File: src/rtl/hex_display_pkg.sv
// Shared types and constants for the multiplexed seven-segment scanner.
package hex_display_pkg;

    typedef enum logic [0:0] {
        S_BLANK = 1'b0,
        S_SHOW  = 1'b1
    } scan_state_t;

    // Active-low segments, so all ones is dark.
    localparam logic [6:0] SEG_OFF = 7'h7F;

endpackage

File: src/rtl/hex_display_scanner_hexdriver.sv
// HexDriver: nibble to active-low {g,f,e,d,c,b,a} seven-segment decoder.
module HexDriver
    import hex_display_pkg::*;
(
    input  logic [3:0] binary_in,
    output logic [6:0] seven_segment_out
);

    always_comb begin
        seven_segment_out = SEG_OFF;
        unique case (binary_in)
            4'h0: seven_segment_out = 7'b1000000;
            4'h1: seven_segment_out = 7'b1111001;
            4'h2: seven_segment_out = 7'b0100100;
            4'h3: seven_segment_out = 7'b0110000;
            4'h4: seven_segment_out = 7'b0011001;
            4'h5: seven_segment_out = 7'b0010010;
            4'h6: seven_segment_out = 7'b0000010;
            4'h7: seven_segment_out = 7'b1111000;
            4'h8: seven_segment_out = 7'b0000000;
            4'h9: seven_segment_out = 7'b0010000;
            4'hA: seven_segment_out = 7'b0001000;
            4'hB: seven_segment_out = 7'b0000011;
            4'hC: seven_segment_out = 7'b1000110;
            4'hD: seven_segment_out = 7'b0100001;
            4'hE: seven_segment_out = 7'b0000110;
            4'hF: seven_segment_out = 7'b0001110;
            default: seven_segment_out = SEG_OFF;
        endcase
    end

endmodule

File: src/rtl/hex_display_scanner.sv
// Time-multiplexed seven-segment scanner with frame-aligned value commit.
// Optional leading-zero suppression: define HEX_SCAN_LEADING_ZERO_BLANK_EN.
module hex_display_scanner
    import hex_display_pkg::*;
#(
    parameter int unsigned NUM_DIGITS   = 4,
    parameter int unsigned SHOW_CYCLES  = 50000,
    parameter int unsigned BLANK_CYCLES = 500
) (
    input  logic                    clk,
    input  logic                    reset,
    input  logic [4*NUM_DIGITS-1:0] value_in,
    input  logic                    load,
    output logic                    ready,
    input  logic                    blank_in,
    output logic [NUM_DIGITS-1:0]   digit_en_n,
    output logic [6:0]              segment_n
);

    localparam int unsigned MAX_CYC = (SHOW_CYCLES > BLANK_CYCLES) ? SHOW_CYCLES : BLANK_CYCLES;
    localparam int unsigned CNT_W   = ($clog2(MAX_CYC) > 0) ? $clog2(MAX_CYC) : 1;
    localparam int unsigned IDX_W   = $clog2(NUM_DIGITS);

    localparam logic [CNT_W-1:0] SHOW_LAST  = CNT_W'(SHOW_CYCLES - 1);
    localparam logic [CNT_W-1:0] BLANK_LAST = CNT_W'(BLANK_CYCLES - 1);
    localparam logic [IDX_W-1:0] IDX_LAST   = IDX_W'(NUM_DIGITS - 1);

    scan_state_t               state_q, state_d;
    logic [CNT_W-1:0]          cnt_q, cnt_d;
    logic [IDX_W-1:0]          idx_q, idx_d;
    logic                      frame_end;
    logic [4*NUM_DIGITS-1:0]   display_q, shadow_q;
    logic                      pending_q;
    logic [NUM_DIGITS-1:0]     digit_en_q, digit_en_d;
    logic [6:0]                segment_q, segment_d;
    logic [3:0]                nibble;
    logic [6:0]                seg_dec;
    logic                      suppress;

    always_comb begin
        state_d   = state_q;
        cnt_d     = cnt_q + 1'b1;
        idx_d     = idx_q;
        frame_end = 1'b0;
        unique case (state_q)
            S_BLANK: begin
                if (cnt_q == BLANK_LAST) begin
                    state_d = S_SHOW;
                    cnt_d   = '0;
                end
            end
            S_SHOW: begin
                if (cnt_q == SHOW_LAST) begin
                    state_d = S_BLANK;
                    cnt_d   = '0;
                    if (idx_q == IDX_LAST) begin
                        idx_d     = '0;
                        frame_end = 1'b1;
                    end else begin
                        idx_d = idx_q + 1'b1;
                    end
                end
            end
            default: begin
                state_d = S_BLANK;
                cnt_d   = '0;
            end
        endcase
    end

    assign nibble = display_q[4*idx_q +: 4];

    HexDriver u_decoder (
        .binary_in         (nibble),
        .seven_segment_out (seg_dec)
    );

`ifdef HEX_SCAN_LEADING_ZERO_BLANK_EN
    logic [NUM_DIGITS-1:0] lz_mask;
    logic                  zero_above;

    // lz_mask[k] is set when nibble k and every higher nibble are zero; digit 0 never masks.
    always_comb begin
        lz_mask    = '0;
        zero_above = 1'b1;
        for (int k = NUM_DIGITS - 1; k >= 1; k--) begin
            zero_above = zero_above & (display_q[4*k +: 4] == 4'h0);
            lz_mask[k] = zero_above;
        end
    end

    assign suppress = lz_mask[idx_q];
`else
    assign suppress = 1'b0;
`endif

    // Outputs follow the next state so they switch on the edge that enters or leaves S_SHOW.
    always_comb begin
        digit_en_d = '1;
        segment_d  = SEG_OFF;
        if (state_d == S_SHOW && !blank_in && !suppress) begin
            digit_en_d[idx_q] = 1'b0;
            segment_d         = seg_dec;
        end
    end

    always_ff @(posedge clk or posedge reset) begin
        if (reset) begin
            state_q    <= S_BLANK;
            cnt_q      <= '0;
            idx_q      <= '0;
            display_q  <= '0;
            shadow_q   <= '0;
            pending_q  <= 1'b0;
            digit_en_q <= '1;
            segment_q  <= SEG_OFF;
        end else begin
            state_q    <= state_d;
            cnt_q      <= cnt_d;
            idx_q      <= idx_d;
            digit_en_q <= digit_en_d;
            segment_q  <= segment_d;
            // Load and commit are exclusive: a load needs !pending, a commit needs pending.
            if (load && !pending_q) begin
                shadow_q  <= value_in;
                pending_q <= 1'b1;
            end else if (frame_end && pending_q) begin
                display_q <= shadow_q;
                pending_q <= 1'b0;
            end
        end
    end

    assign ready      = ~pending_q;
    assign digit_en_n = digit_en_q;
    assign segment_n  = segment_q;

endmodule
File: config.mk
export PLATFORM = sky130hd
export DESIGN_NAME = hex_display_scanner
export DESIGN_NICKNAME = d
export VERILOG_FILES = /design/src/rtl/hex_display_pkg.sv /design/src/rtl/hex_display_scanner_hexdriver.sv /design/src/rtl/hex_display_scanner.sv
export SDC_FILE = /design/constraint.sdc
export NUM_CORES = 1
export LEC_CHECK = 0
export ABC_AREA = 1
export ABC_CLOCK_PERIOD_IN_PS = 3360
export CAP_MARGIN = 25
export CELL_PAD_IN_SITES_DETAIL_PLACEMENT = 2
export CELL_PAD_IN_SITES_GLOBAL_PLACEMENT = 2
export CORE_MARGIN = 3
export CORE_UTILIZATION = 37
export CTS_CLUSTER_SIZE = 40
export DETAILED_ROUTE_END_ITERATION = 6
export GPL_ROUTABILITY_DRIVEN = 1
export MAX_ROUTING_LAYER = met4
export PLACE_DENSITY_LB_ADDON = 0.1
export SYNTH_ARGS = -nofsm -noshare
export SYNTH_HDL_FRONTEND = slang
export SYNTH_SLANG_ARGS = --single-unit
File: constraint.sdc
create_clock -name clk -period 3.36 [get_ports clk]
set_input_delay 0.504 -clock clk [delete_from_list [all_inputs] [get_ports clk]]
set_output_delay 0.504 -clock clk [all_outputs]
set_load 0.05 [all_outputs]
==> results of run 1 <==
-- layout make-up --
cell class              count  area [sq um]  share of cell area
flip-flops and latches     63          1590               0.426
multi-input cells         261          1360               0.364
repair buffers             33           325              0.0871
clock buffers              12           155              0.0416
well taps                 105           131              0.0352
inverters                  34           130              0.0349
clock inverters             3          42.5              0.0114
-- state kept, by name, summed over array words and instances, names as in the netlist --
register,count
display_q,16
state_q,1
shadow_q,16
digit_en_n,4
idx_q,2
pending_q,1
cnt_q,16
segment_n,7
-- cells in the mapped netlist (2+ instances only) --
cell and n:
sky130_fd_sc_hd__nor2_2 2, sky130_fd_sc_hd__o21ai_1 7, sky130_fd_sc_hd__nand4_1 2, sky130_fd_sc_hd__nand3_1 25, sky130_fd_sc_hd__nor3_1 5, sky130_fd_sc_hd__mux2_2 16, sky130_fd_sc_hd__buf_6 4, sky130_fd_sc_hd__nand3_2 3
sky130_fd_sc_hd__xor2_1 8, sky130_fd_sc_hd__buf_2 3, sky130_fd_sc_hd__nand2_2 2, sky130_fd_sc_hd__nor2_1 39, sky130_fd_sc_hd__dfrtp_1 52, sky130_fd_sc_hd__ha_1 11, sky130_fd_sc_hd__o21ai_0 11, sky130_fd_sc_hd__nand2_1 121
sky130_fd_sc_hd__dfstp_2 11, sky130_fd_sc_hd__inv_1 33, sky130_fd_sc_hd__a21oi_1 4
-- cell families (layout without fill, tap and decap cells) --
group / count (synthesis) / count (layout)
AND/OR/NAND/NOR: 201 / 201
adder cells (fa/ha/maj): 11 / 11
multiplexers: 16 / 16
AO/OA/AOI/OAI: 25 / 25
buffers and inverters: 42 / 82
flip-flops: 63 / 63
XOR/XNOR: 8 / 8
-- metal layers --
| layer | global-route usage | up-vias |
|---|---|---|
| met2 | 0.306 | 39 |
| met4 | 0.0599 | 0 |
| met5 | - | - |
| met1 | 0.247 | 1264 |
| li1 | - | 1227 |
| met3 | 0.0343 | 15 |
-- power by group through the flow --
stage	Combinational [W]	Clock, W	Sequential, W
after floorplan	0.0000300	0	0.000803
after CTS	0.0000627	0.000688	0.000793
after detailed placement	0.0000624	0	0.000807
after global routing	0.0000677	0.000737	0.000796
after global placement	0.0000590	0	0.000807
final	0.0000601	0.000676	0.000793
-- per-stage QoR --
stage	hold slack (ps)	setup slack, ps	cells	cell area, sq um
6_report	461	1200	511	3730
5_1_grt	495	1110	511	3730
4_1_cts	465	1180	511	3730
3_5_place_dp	455	1340	496	3540
3_3_place_gp	445	1380	496	3540
2_1_floorplan	433	1300	366	3150
-- layout by cell type (no fill, tap or decap), types with 3 or more instances in the layout --
cell                              Yosys  routed
sky130_fd_sc_hd__nor3_1               5       5
sky130_fd_sc_hd__nor2_1              39      39
sky130_fd_sc_hd__nand2_1            121     121
sky130_fd_sc_hd__mux2_2              16      16
sky130_fd_sc_hd__a21oi_1              4       4
sky130_fd_sc_hd__clkbuf_8             0      11
sky130_fd_sc_hd__o21ai_1              7       7
sky130_fd_sc_hd__ha_1                11      11
sky130_fd_sc_hd__inv_1               33      32
sky130_fd_sc_hd__o21ai_0             11      11
sky130_fd_sc_hd__clkdlybuf4s50_1      0      31
sky130_fd_sc_hd__nand3_2              3       3
sky130_fd_sc_hd__xor2_1               8       8
sky130_fd_sc_hd__nand3_1             25      25
sky130_fd_sc_hd__dfrtp_1             52      52
sky130_fd_sc_hd__dfstp_2             11      11
-- how the worst min path moves through the flow --
stage / end / slack [ps] / from / cells after the start
5_1_grt: shadow_q[0] / 490 / reset / 2
2_1_floorplan: cnt_q[0] / 430 / cnt_q[0] / 1
3_3_place_gp: cnt_q[0] / 450 / cnt_q[0] / 1
6_report: cnt_q[0] / 460 / cnt_q[0] / 1
4_1_cts: cnt_q[0] / 460 / cnt_q[0] / 1
3_5_place_dp: cnt_q[0] / 460 / cnt_q[0] / 1
==> metrics.txt, run 1 <==
# TYPE chip_impl_metric gauge
chip_impl_metric{name="num_antenna_cells",unit=""} 0
chip_impl_info{name="worst_path_dominant_cell_family",value="buffers and inverters"} 1
chip_impl_metric{name="synthesis.instances",unit=""} 366
chip_impl_metric{name="total_setup_buffers_inserted_after_cts",unit=""} 0
chip_impl_metric{name="synth-compound-area-share",unit=""} 0.0425
chip_impl_metric{name="crit_fanout",unit=""} 1
chip_impl_info{name="worstHoldPathType",value="register to register"} 1
chip_impl_metric{name="synthXorXnorAreaFrac",unit=""} 0.0223
chip_impl_metric{name="p_sw",unit="W"} 0.000333
chip_impl_metric{name="grt_pass1_vias",unit=""} 2838
chip_impl_metric{name="avgRoutedWirePerCell",unit="um"} 15.8
chip_impl_metric{name="synth_edf_count",unit=""} 0
chip_impl_metric{name="clock.fmax",unit="GHz"} 0.462
chip_impl_metric{name="worst_ir_drop_vdd",unit="uV"} 231
chip_impl_metric{name="crit_required",unit="ps"} 2860
chip_impl_metric{name="firstDrtPassIters",unit=""} 4
chip_impl_metric{name="report.final.setup_viol",unit=""} 0
chip_impl_metric{name="cts-root-to-sink-buffers",unit=""} 2
chip_impl_metric{name="clock_sink_count",unit=""} 63
chip_impl_metric{name="post-route-period-util",unit=""} 0.644
chip_impl_metric{name="power_frac_clock",unit=""} 0.442
chip_impl_metric{name="clkSlewWorstSetupHoldPaths",unit="ps"} 80
chip_impl_metric{name="synth_adder_area_share",unit=""} 0.0437
chip_impl_metric{name="synth.yosys.warnings",unit=""} 0
chip_impl_metric{name="syn-mean-instance-area",unit="sq um"} 8.60
chip_impl_metric{name="tns",unit="ps"} 0
chip_impl_metric{name="grt_overflow_total",unit=""} 0
chip_impl_metric{name="worst-path-stages",unit=""} 1
chip_impl_metric{name="place_hpwl",unit="um"} 6100
chip_impl_info{name="outcome",value="completed"} 1
chip_impl_metric{name="total_cts_buffers",unit=""} 9
chip_impl_metric{name="initial_antenna_violation_count",unit=""} 0
chip_impl_metric{name="crit_buf_inv",unit=""} 1
chip_impl_info{name="dominantRegCellSynth",value="sky130_fd_sc_hd__dfrtp_1"} 1
chip_impl_metric{name="timing_worst_slew_pin_value",unit="ps"} 668
chip_impl_metric{name="wl_met2",unit="um"} 3900
chip_impl_metric{name="core.rowCount",unit=""} 33
chip_impl_metric{name="synth-simple-area-share",unit=""} 0.266
chip_impl_metric{name="power.share.sequential",unit=""} 0.519
chip_impl_metric{name="seq_area_frac_synth",unit=""} 0.505
chip_impl_metric{name="timing_hold_violations_final",unit=""} 0
chip_impl_info{name="worst_setup_path_end_kind",value="primary output"} 1
chip_impl_metric{name="grt_max_degree",unit=""} 27
chip_impl_info{name="destination_of_the_worst_register_to_register_timing_path",value="display_q[0]"} 1
chip_impl_metric{name="yosys_register_bits",unit=""} 63
chip_impl_info{name="ctsRootBufferMaster",value="sky130_fd_sc_hd__clkbuf_8"} 1
chip_impl_metric{name="synth_cell_type_count",unit=""} 26
chip_impl_metric{name="postCtsResizedCells",unit=""} 0
chip_impl_metric{name="clock_tree.htree_level_count",unit=""} 3
chip_impl_metric{name="total_power_density_per_cell_area",unit="mW/mm^2"} 409
chip_impl_info{name="worst_setup_path_start_kind",value="register"} 1
chip_impl_info{name="grt_setup_unrepaired",value="no"} 1
chip_impl_metric{name="placeableCoreArea",unit="sq mm"} 0.00826
chip_impl_info{name="timing.critical_path.from",value="segment_n[3]"} 1
chip_impl_metric{name="final_net_count",unit=""} 433
chip_impl_metric{name="drt_first_iter_violations",unit=""} 76
chip_impl_metric{name="total_power",unit="W"} 0.00153
chip_impl_metric{name="place.gp.congestion",unit=""} 0.765
chip_impl_metric{name="final_layout_size_suffix_gt1_frac",unit=""} 0.135
chip_impl_metric{name="vias",unit=""} 2545
chip_impl_metric{name="floorplan.initialDensity",unit=""} 0.381
chip_impl_metric{name="gr-usage-all-layers",unit=""} 0.191
chip_impl_metric{name="timing.final.crit_period",unit="ps"} 2160
chip_impl_metric{name="swShare",unit=""} 0.218
chip_impl_metric{name="design.portCount",unit=""} 32
chip_impl_metric{name="finalClockSkew",unit="ps"} 9.36
chip_impl_info{name="synth.largest_area_cell",value="sky130_fd_sc_hd__dfrtp_1"} 1
chip_impl_metric{name="post_drt_via_cell_ratio",unit=""} 4.98
chip_impl_metric{name="layout.core_utilization",unit=""} 0.452
chip_impl_metric{name="worstSkewPairLatency",unit="ps"} 340
chip_impl_metric{name="totalWireLength",unit="um"} 8100
chip_impl_info{name="critPathCapture",value="segment_n[3]"} 1
chip_impl_metric{name="die_height",unit="um"} 98.2
chip_impl_metric{name="wl_met1",unit="um"} 3860
chip_impl_info{name="topRoutingLayerUsed",value="met4"} 1
chip_impl_metric{name="async_reset_ff_frac",unit=""} 1.00
chip_impl_info{name="synth_top_family_by_area",value="simple AND/OR/NAND/NOR gates"} 1
chip_impl_metric{name="count_of_filler_cells_inserted_in_the_layout",unit=""} 931
chip_impl_metric{name="arrival",unit="ps"} 1660
chip_impl_metric{name="comb_power_share",unit=""} 0.039
chip_impl_metric{name="mux_share_of_post_synthesis_cell_area",unit=""} 0.0573
chip_impl_metric{name="numPortBuffers",unit=""} 31
chip_impl_metric{name="maxSlewViolCount",unit=""} 0
chip_impl_metric{name="timing.reg2reg.worst_path_depth",unit=""} 7
chip_impl_metric{name="regToRegSetupSlack",unit="ps"} 1350
chip_impl_info{name="cts_tree",value="built"} 1
chip_impl_info{name="timing.setup.critical_path_class",value="register to primary output"} 1
chip_impl_metric{name="yosys.area.top_type_share",unit=""} 0.414
chip_impl_metric{name="cp_max_stage_delay",unit="ps"} 790
chip_impl_info{name="worst_r2r_startpoint",value="cnt_q[0]"} 1
chip_impl_info{name="crit_chain",value="clkdlybuf4s50_1"} 1
chip_impl_metric{name="grt_first_pass_wirelength",unit="um"} 14300
chip_impl_metric{name="syn_area",unit="sq mm"} 0.00315
chip_impl_metric{name="drt_drc_violations_left",unit=""} 0
chip_impl_metric{name="final_antenna_net_count",unit=""} 0
chip_impl_metric{name="max_cap_violations",unit=""} 0
chip_impl_metric{name="die_w",unit="um"} 98.2
chip_impl_metric{name="area_growth",unit="%"} 18.6
chip_impl_metric{name="maxSlewHeadroom",unit=""} 0.553
chip_impl_metric{name="internal_power",unit="W"} 0.00120
chip_impl_info{name="crit_slowest_cell",value="sky130_fd_sc_hd__clkdlybuf4s50_1"} 1
chip_impl_metric{name="holdBufCountCts",unit=""} 0
chip_impl_metric{name="detailed_routed_wire_length_on_met3",unit="um"} 236
chip_impl_metric{name="full_die_area",unit="sq mm"} 0.00965
chip_impl_metric{name="synth_nets",unit=""} 397
chip_impl_info{name="synth_top_cells_by_area",value="sky130_fd_sc_hd__dfrtp_1 (41%), sky130_fd_sc_hd__nand2_1 (14%), sky130_fd_sc_hd__dfstp_2 (9.2%), sky130_fd_sc_hd__mux2_2 (5.7%), sky130_fd_sc_hd__nor2_1 (4.7%)"} 1
chip_impl_metric{name="leakagePower",unit="nW"} 1.85
No activity file was read; power rests on OpenSTA's default activity.
==> inputs of run 2 (changes only) <==
--- a/config.mk
+++ b/config.mk
@@ -6,12 +6,12 @@
 export NUM_CORES = 1
 export LEC_CHECK = 0
 export ABC_AREA = 1
-export ABC_CLOCK_PERIOD_IN_PS = 3360
+export ABC_CLOCK_PERIOD_IN_PS = 2100
 export CAP_MARGIN = 25
 export CELL_PAD_IN_SITES_DETAIL_PLACEMENT = 2
 export CELL_PAD_IN_SITES_GLOBAL_PLACEMENT = 2
 export CORE_MARGIN = 3
-export CORE_UTILIZATION = 37
+export CORE_UTILIZATION = 34
 export CTS_CLUSTER_SIZE = 40
 export DETAILED_ROUTE_END_ITERATION = 6
 export GPL_ROUTABILITY_DRIVEN = 1
==> constraint.sdc (replaced) <==
create_clock -name clk -period 2.1 [get_ports clk]
set_input_delay 0.315 -clock clk [delete_from_list [all_inputs] [get_ports clk]]
set_output_delay 0.315 -clock clk [all_outputs]
set_load 0.05 [all_outputs]
==> run 2 against run 1 <==
Compared with the run above: sequential power rose by 60%; non-clock buffer count increased by 8; setup slack got worse by 1100 ps; clock skew up 1.4 ps; global-route usage shrank 1.4 points; first-iteration DRC count down 25%; clock power is 54% higher; clock-buffer cell count fell by 2; core utilization shrank 2.4 points; final area up 1.5%.
==> metrics.txt, run 2 (synthesized netlist as in run 1, its figures left out) <==
# TYPE chip_impl_metric gauge
chip_impl_info{name="outcome",value="completed"} 1
chip_impl_metric{name="crit_buf_inv",unit=""} 1
chip_impl_info{name="reg.largest.list",value="cnt_q (16), display_q (16), shadow_q (16)"} 1
chip_impl_metric{name="totalWireLength",unit="um"} 8190
chip_impl_info{name="ctsRootBufferMaster",value="sky130_fd_sc_hd__clkbuf_8"} 1
chip_impl_metric{name="grt_use_met1",unit=""} 0.224
chip_impl_metric{name="max_cap_violations",unit=""} 0
chip_impl_metric{name="fin_ws",unit="ps"} 126
chip_impl_info{name="worst_setup_path_start_kind",value="register"} 1
chip_impl_metric{name="total_cts_buffers",unit=""} 9
chip_impl_metric{name="comb_power_share",unit=""} 0.040
chip_impl_metric{name="internal_power",unit="W"} 0.00185
chip_impl_metric{name="initial_antenna_violation_count",unit=""} 0
chip_impl_metric{name="place_hpwl",unit="um"} 6160
chip_impl_metric{name="p_sw",unit="W"} 0.000547
chip_impl_metric{name="timing.final.crit_period",unit="ps"} 1970
chip_impl_metric{name="fin_area",unit="sq mm"} 0.00379
chip_impl_metric{name="post_drt_via_cell_ratio",unit=""} 4.91
chip_impl_metric{name="clkSlewWorstSetupHoldPaths",unit="ps"} 70
chip_impl_metric{name="clock_tree.htree_level_count",unit=""} 3
chip_impl_metric{name="timing.reg2reg.worst_path_depth",unit=""} 9
chip_impl_metric{name="swShare",unit=""} 0.228
chip_impl_metric{name="clock.fmax",unit="GHz"} 0.506
chip_impl_metric{name="post-route-period-util",unit=""} 0.940
chip_impl_metric{name="clock_sink_count",unit=""} 63
chip_impl_info{name="grt_setup_unrepaired",value="no"} 1
chip_impl_metric{name="final_antenna_net_count",unit=""} 0
chip_impl_metric{name="finalClockSkew",unit="ps"} 10.7
chip_impl_metric{name="die_w",unit="um"} 102
chip_impl_metric{name="maxSlewHeadroom",unit=""} 0.653
chip_impl_metric{name="regToRegSetupSlack",unit="ps"} 260
chip_impl_metric{name="grt_overflow_total",unit=""} 0
chip_impl_metric{name="report.final.setup_viol",unit=""} 0
chip_impl_metric{name="timing_worst_slew_pin_value",unit="ps"} 521
chip_impl_metric{name="grt_use_met2",unit=""} 0.292
chip_impl_metric{name="total_power_density_per_cell_area",unit="mW/mm^2"} 633
chip_impl_metric{name="vias",unit=""} 2566
chip_impl_metric{name="num_antenna_cells",unit=""} 0
chip_impl_metric{name="dpl-instance-area",unit="sq mm"} 0.00360
chip_impl_metric{name="power.share.sequential",unit=""} 0.528
chip_impl_info{name="globalRoute.busiestLayer",value="met2"} 1
chip_impl_metric{name="drt_drc_violations_left",unit=""} 0
chip_impl_metric{name="global_route.usage.met3",unit=""} 0.0416
chip_impl_metric{name="design.portCount",unit=""} 32
chip_impl_metric{name="floorplan.initialDensity",unit=""} 0.356
chip_impl_metric{name="final_net_count",unit=""} 441
chip_impl_metric{name="maxSlewViolCount",unit=""} 0
chip_impl_info{name="timing.setup.critical_path_class",value="register to primary output"} 1
chip_impl_metric{name="holdBufCountCts",unit=""} 0
chip_impl_metric{name="firstDrtPassIters",unit=""} 4
chip_impl_info{name="crit_slowest_cell",value="sky130_fd_sc_hd__clkdlybuf4s50_1"} 1
chip_impl_metric{name="tns",unit="ps"} 0
chip_impl_info{name="mostFrequentLayoutCell",value="sky130_fd_sc_hd__nand2_1"} 1
chip_impl_metric{name="crit_required",unit="ps"} 1780
chip_impl_metric{name="area_growth",unit="%"} 20.4
chip_impl_info{name="worst_setup_path_end_kind",value="primary output"} 1
chip_impl_info{name="worst_r2r_startpoint",value="idx_q[1]"} 1
chip_impl_info{name="critPathCapture",value="segment_n[0]"} 1
chip_impl_metric{name="gr-usage-all-layers",unit=""} 0.177
chip_impl_metric{name="worst_ir_drop_vdd",unit="uV"} 387
chip_impl_info{name="layout_common_cells",value="sky130_fd_sc_hd__nand2_1 (121), sky130_fd_sc_hd__dfrtp_1 (51), sky130_fd_sc_hd__nor2_1 (39), sky130_fd_sc_hd__inv_1 (31), sky130_fd_sc_hd__clkdlybuf4s50_1 (31)"} 1
chip_impl_metric{name="avgRoutedWirePerCell",unit="um"} 15.7
chip_impl_metric{name="drt_first_iter_violations",unit=""} 57
chip_impl_metric{name="crit_fanout",unit=""} 1
chip_impl_info{name="worstHoldPathType",value="primary input to async pin"} 1
chip_impl_metric{name="place.gp.congestion",unit=""} 0.820
chip_impl_metric{name="cp_max_stage_delay",unit="ps"} 790
chip_impl_metric{name="worst-path-stages",unit=""} 1
chip_impl_info{name="timing.critical_path.from",value="segment_n[0]"} 1
chip_impl_metric{name="placeableCoreArea",unit="sq mm"} 0.00885
chip_impl_metric{name="numPortBuffers",unit=""} 31
chip_impl_metric{name="arrival",unit="ps"} 1660
chip_impl_info{name="worst_path_dominant_cell_family",value="buffers and inverters"} 1
chip_impl_metric{name="die_height",unit="um"} 102
chip_impl_info{name="cts_tree",value="built"} 1
chip_impl_metric{name="worstSkewPairLatency",unit="ps"} 340
chip_impl_metric{name="dp_worst_slack",unit="ps"} 135
chip_impl_metric{name="fin_worst_hold_slack",unit="ps"} 348
chip_impl_metric{name="final_layout_size_suffix_gt1_frac",unit=""} 0.159
chip_impl_metric{name="grt_pass1_vias",unit=""} 2808
chip_impl_metric{name="grt_max_degree",unit=""} 40
chip_impl_metric{name="cts-root-to-sink-buffers",unit=""} 2
chip_impl_metric{name="timing_hold_violations_final",unit=""} 0
chip_impl_metric{name="core.rowCount",unit=""} 34
chip_impl_metric{name="grt_first_pass_wirelength",unit="um"} 13900
chip_impl_metric{name="leakagePower",unit="nW"} 1.89
chip_impl_info{name="crit_chain",value="clkdlybuf4s50_1"} 1
chip_impl_info{name="destination_of_the_worst_register_to_register_timing_path",value="segment_n[5]"} 1
chip_impl_metric{name="full_die_area",unit="sq mm"} 0.0104
chip_impl_metric{name="power_frac_clock",unit=""} 0.432
## run 2: cell types whose count changed in the layout (fill, tap and decap cells not counted), sizes merged
cell,previous run,this run
buf,2,10
clkbuf,12,10
clkinv,1,4
## run 2: power groups by stage
stage	registers (W)	logic (W)	clock network (W)
finish	0.00127	0.0000958	0.00104
global route	0.00127	0.000108	0.00115
CTS	0.00127	0.0000995	0.00108
detailed placement	0.00129	0.0000994	0
global placement	0.00129	0.0000954	0
floorplan	0.00128	0.0000480	0
## run 2: repair_timing
| item | in CTS | in global routing |
|---|---|---|
| setup endpoints to repair | 0 | 3 |
| setup buffers | 0 | 0 |
| endpoints found under the hold margin | 0 | 0 |
| gates resized for setup | 0 | 2 |
## run 2: worst min path at each step
stage / from / end / cells past startpoint
2_1_floorplan: blank_in / segment_n[6] / 2
3_3_place_gp: cnt_q[0] / cnt_q[0] / 1
3_5_place_dp: shadow_q[13] / display_q[13] / 2
4_1_cts: reset / shadow_q[6] / 3
5_1_grt: reset / shadow_q[6] / 3
6_report: reset / shadow_q[6] / 3
## run 2: layer usage
layer | up-vias | share of wire
met1 | 1279 | 0.48
li1 | 1242 | -
met3 | 7 | 0.031
met4 | 0 | 0.0062
met2 | 38 | 0.48
met5 | - | 0
## run 2: final cells by class
class                   instances  area, sq um
clock inverters                 6         61.3
clock buffers                  10          128
repair buffers                 41          385
fillers                      1004         5060
multi-input cells             261         1360
well taps                     108          135
flip-flops and latches         63         1590
inverters                      34          130
## run 2: stage by stage
step | util | std cells | total power, W
after global placement | 0.407 | 507 | 0.00138
after detailed placement | 0.407 | 507 | 0.00139
after floorplan | - | 366 | 0.00133
final | 0.428 | 523 | 0.00240
after global routing | 0.428 | 523 | 0.00253
after CTS | 0.428 | 523 | 0.00244
==> inputs of run 3 (changes only) <==
--- a/config.mk
+++ b/config.mk
@@ -5,13 +5,12 @@
 export SDC_FILE = /design/constraint.sdc
 export NUM_CORES = 1
 export LEC_CHECK = 0
-export ABC_AREA = 1
 export ABC_CLOCK_PERIOD_IN_PS = 2100
 export CAP_MARGIN = 25
 export CELL_PAD_IN_SITES_DETAIL_PLACEMENT = 2
 export CELL_PAD_IN_SITES_GLOBAL_PLACEMENT = 2
 export CORE_MARGIN = 3
-export CORE_UTILIZATION = 34
+export CORE_UTILIZATION = 39
 export CTS_CLUSTER_SIZE = 40
 export DETAILED_ROUTE_END_ITERATION = 6
 export GPL_ROUTABILITY_DRIVEN = 1
==> run 3 against run 2 <==
Compared with the run above: die area is 17% lower; sequential power hardly changed; final area is 4.1% lower; power is 2.8% higher; clock skew is 0.81 ps lower; worst hold slack worse by 75 ps; critical endpoint is now segment_n[2]; wire length is 21% lower; highest routed layer unchanged; via count is 27% lower; clock-buffer cell count is 1 lower; area after synthesis is 6.4% lower; register-to-register slack worse by 90 ps.
==> metrics.txt, run 3 <==
# TYPE chip_impl_metric gauge
chip_impl_metric{name="final_layout_size_suffix_gt1_frac",unit=""} 0.307
chip_impl_info{name="worst_setup_path_start_kind",value="register"} 1
chip_impl_info{name="worst_setup_path_end_kind",value="primary output"} 1
chip_impl_metric{name="numPortBuffers",unit=""} 31
chip_impl_info{name="outcome",value="completed"} 1
chip_impl_info{name="dominantRegCellSynth",value="sky130_fd_sc_hd__dfrtp_1"} 1
chip_impl_metric{name="arrival",unit="ps"} 1680
chip_impl_info{name="crit_chain",value="clkdlybuf4s50_1"} 1
chip_impl_metric{name="area_growth",unit="%"} 23.4
chip_impl_metric{name="grt_overflow_total",unit=""} 0
chip_impl_info{name="mostFrequentLayoutCell",value="sky130_fd_sc_hd__dfrtp_1"} 1
chip_impl_metric{name="gr-usage-all-layers",unit=""} 0.173
chip_impl_info{name="synth.largest_area_cell",value="sky130_fd_sc_hd__dfrtp_1"} 1
chip_impl_metric{name="post_drt_via_cell_ratio",unit=""} 5.01
chip_impl_metric{name="tns",unit="ps"} 0
chip_impl_info{name="worstHoldPathType",value="primary input to async pin"} 1
chip_impl_metric{name="crit_required",unit="ps"} 1780
chip_impl_metric{name="worst_ir_drop_vdd",unit="uV"} 420
chip_impl_info{name="most_common_cell_in_the_netlist",value="sky130_fd_sc_hd__dfrtp_1"} 1
chip_impl_metric{name="core.rowCount",unit=""} 31
chip_impl_metric{name="design.portCount",unit=""} 32
chip_impl_metric{name="crit_fanout",unit=""} 1
chip_impl_metric{name="synth.yosys.warnings",unit=""} 0
chip_impl_metric{name="drt_drc_violations_left",unit=""} 0
chip_impl_metric{name="timing.final.crit_period",unit="ps"} 1990
chip_impl_metric{name="finalClockSkew",unit="ps"} 9.92
chip_impl_info{name="layout_common_cells",value="sky130_fd_sc_hd__dfrtp_1 (52), sky130_fd_sc_hd__clkdlybuf4s50_1 (31), sky130_fd_sc_hd__mux2_2 (27), sky130_fd_sc_hd__nor2_1 (17), sky130_fd_sc_hd__nand2_1 (15)"} 1
chip_impl_info{name="grt_setup_unrepaired",value="no"} 1
chip_impl_metric{name="total_setup_buffers_inserted_after_cts",unit=""} 0
chip_impl_metric{name="synth_cell_type_count",unit=""} 42
chip_impl_metric{name="synth_nets",unit=""} 258
chip_impl_metric{name="full_die_area",unit="sq mm"} 0.00863
chip_impl_metric{name="synth_adder_area_share",unit=""} 0.0467
chip_impl_info{name="synth_commonest_cells",value="sky130_fd_sc_hd__dfrtp_1 (52), sky130_fd_sc_hd__mux2_2 (27), sky130_fd_sc_hd__nor2_1 (17)"} 1
chip_impl_metric{name="clock_sink_count",unit=""} 63
chip_impl_metric{name="syn-mean-instance-area",unit="sq um"} 13.0
chip_impl_metric{name="postCtsResizedCells",unit=""} 0
chip_impl_info{name="crit_slowest_cell",value="sky130_fd_sc_hd__clkdlybuf4s50_1"} 1
chip_impl_metric{name="maxSlewViolCount",unit=""} 0
chip_impl_metric{name="drt_first_iter_violations",unit=""} 79
chip_impl_metric{name="initial_antenna_violation_count",unit=""} 0
chip_impl_info{name="destination_of_the_worst_register_to_register_timing_path",value="segment_n[2]"} 1
chip_impl_metric{name="num_antenna_cells",unit=""} 0
chip_impl_metric{name="yosys_register_bits",unit=""} 63
chip_impl_metric{name="clkSlewWorstSetupHoldPaths",unit="ps"} 80
chip_impl_metric{name="timing_hold_violations_final",unit=""} 0
chip_impl_info{name="worst_path_dominant_cell_family",value="buffers and inverters"} 1
chip_impl_info{name="cts_tree",value="built"} 1
chip_impl_metric{name="total_power",unit="W"} 0.00247
chip_impl_info{name="timing.setup.critical_path_class",value="register to primary output"} 1
chip_impl_metric{name="leakagePower",unit="nW"} 1.60
chip_impl_metric{name="synthesis.instances",unit=""} 227
chip_impl_metric{name="async_reset_ff_frac",unit=""} 1.00
chip_impl_metric{name="seq_area_frac_synth",unit=""} 0.540
chip_impl_info{name="reg.largest.list",value="cnt_q (16), display_q (16), shadow_q (16)"} 1
chip_impl_metric{name="die_height",unit="um"} 92.9
chip_impl_metric{name="clock_tree.htree_level_count",unit=""} 3
chip_impl_info{name="ctsRootBufferMaster",value="sky130_fd_sc_hd__clkbuf_8"} 1
chip_impl_metric{name="cp_max_stage_delay",unit="ps"} 800
chip_impl_metric{name="floorplan.initialDensity",unit=""} 0.404
chip_impl_info{name="synth_top_family_by_area",value="multiplexers"} 1
chip_impl_metric{name="final_net_count",unit=""} 300
chip_impl_info{name="worst_r2r_startpoint",value="idx_q[0]"} 1
chip_impl_metric{name="cts-root-to-sink-buffers",unit=""} 2
chip_impl_metric{name="max_cap_violations",unit=""} 0
chip_impl_metric{name="die_w",unit="um"} 92.9
chip_impl_metric{name="fin_worst_hold_slack",unit="ps"} 273
chip_impl_metric{name="worstSkewPairLatency",unit="ps"} 350
chip_impl_metric{name="grt_max_degree",unit=""} 26
chip_impl_metric{name="synth_edf_count",unit=""} 0
chip_impl_metric{name="timing.reg2reg.worst_path_depth",unit=""} 5
chip_impl_metric{name="sequential_cell_area",unit="sq mm"} 0.00159
chip_impl_metric{name="multi_input_comb_area",unit="sq mm"} 0.00126
chip_impl_metric{name="total_power_density_per_cell_area",unit="mW/mm^2"} 678
chip_impl_metric{name="place_hpwl",unit="um"} 4630
chip_impl_metric{name="grt_pass1_vias",unit=""} 2105
chip_impl_metric{name="vias",unit=""} 1870
chip_impl_metric{name="placeableCoreArea",unit="sq mm"} 0.00729
chip_impl_metric{name="timing_worst_slew_pin_value",unit="ps"} 502
chip_impl_metric{name="synth-simple-area-share",unit=""} 0.121
chip_impl_metric{name="yosys.area.top_type_share",unit=""} 0.442
chip_impl_metric{name="crit_buf_inv",unit=""} 1
chip_impl_metric{name="mux_share_of_post_synthesis_cell_area",unit=""} 0.186
chip_impl_metric{name="total_cts_buffers",unit=""} 9
chip_impl_metric{name="place.gp.congestion",unit=""} 0.773
chip_impl_metric{name="maxSlewHeadroom",unit=""} 0.664
chip_impl_metric{name="synth-compound-area-share",unit=""} 0.0352
chip_impl_metric{name="report.final.setup_viol",unit=""} 0
chip_impl_metric{name="firstDrtPassIters",unit=""} 4
chip_impl_metric{name="totalWireLength",unit="um"} 6440
chip_impl_metric{name="post-route-period-util",unit=""} 0.948
chip_impl_metric{name="count_of_filler_cells_inserted_in_the_layout",unit=""} 728
chip_impl_metric{name="holdBufCountCts",unit=""} 0
chip_impl_metric{name="final_antenna_net_count",unit=""} 0
chip_impl_metric{name="syn_area",unit="sq mm"} 0.00295
chip_impl_metric{name="regToRegSetupSlack",unit="ps"} 170
chip_impl_metric{name="clock.fmax",unit="GHz"} 0.502
chip_impl_metric{name="avgRoutedWirePerCell",unit="um"} 17.3
chip_impl_metric{name="synthXorXnorAreaFrac",unit=""} 0.0386
chip_impl_metric{name="grt_first_pass_wirelength",unit="um"} 11200
chip_impl_info{name="synth_top_cells_by_area",value="sky130_fd_sc_hd__dfrtp_1 (44%), sky130_fd_sc_hd__mux2_2 (10%), sky130_fd_sc_hd__dfstp_2 (9.8%), sky130_fd_sc_hd__ha_1 (4.7%), sky130_fd_sc_hd__mux2_4 (4.6%)"} 1
[run 3: kinds of logic (layout without fill, tap and decap cells)]
family	Yosys count	after routing
mux	42	42
simple gates	63	63
flops	63	63
compound gates	14	14
buf+inv	21	68
xor+xnor	13	13
fa+ha+maj	11	11
[run 3: metal layers]
layer / share of wire / vias to the layer above / GRT usage
met2: 0.47 / 33 / 0.250
met4: 0.0056 / 0 / 0.0659
met3: 0.035 / 2 / 0.0439
met5: 0 / - / -
met1: 0.49 / 959 / 0.236
li1: - / 876 / -
[run 3: layout make-up]
type | count | area share
sequential | 63 | 0.437
inverter | 10 | 0.0103
multi-input combinational | 143 | 0.347
tap | 99 | 0.0341
timing repair buffer | 42 | 0.115
clock buffer | 9 | 0.0341
clock inverter | 7 | 0.0227
[run 3: how the worst max path moves through the flow]
| stage | from | end | slack (ps) | cells after the start |
|---|---|---|---|---|
| 5_1_grt | idx_q[0] | segment_n[3] | 5 | 7 |
| 3_3_place_gp | idx_q[0] | segment_n[2] | 240 | 5 |
| 4_1_cts | segment_n[2] | segment_n[2] | 80 | 1 |
| 2_1_floorplan | cnt_q[0] | display_q[0] | 210 | 8 |
| 3_5_place_dp | idx_q[0] | segment_n[2] | 150 | 5 |
| 6_report | segment_n[2] | segment_n[2] | 110 | 1 |
[run 3: power by group]
| part | total [W] | switching (W) | internal [W] | leakage (nW) |
|---|---|---|---|---|
| sequential | 0.00128 | 0.0000249 | 0.00125 | 0.792 |
| combinational | 0.000106 | 0.0000391 | 0.0000667 | 0.700 |
| clock | 0.00108 | 0.000521 | 0.000562 | 0.104 |
[run 3: metrics by stage]
stage	instance area, sq um	instances	util	worst slack, ps
3_5_place_dp	3430	357	0.470	150
6_report	3640	373	0.499	110
2_1_floorplan	2950	227	-	210
5_1_grt	3640	373	0.499	5.33
4_1_cts	3640	373	0.499	82.4
3_3_place_gp	3430	357	0.470	237
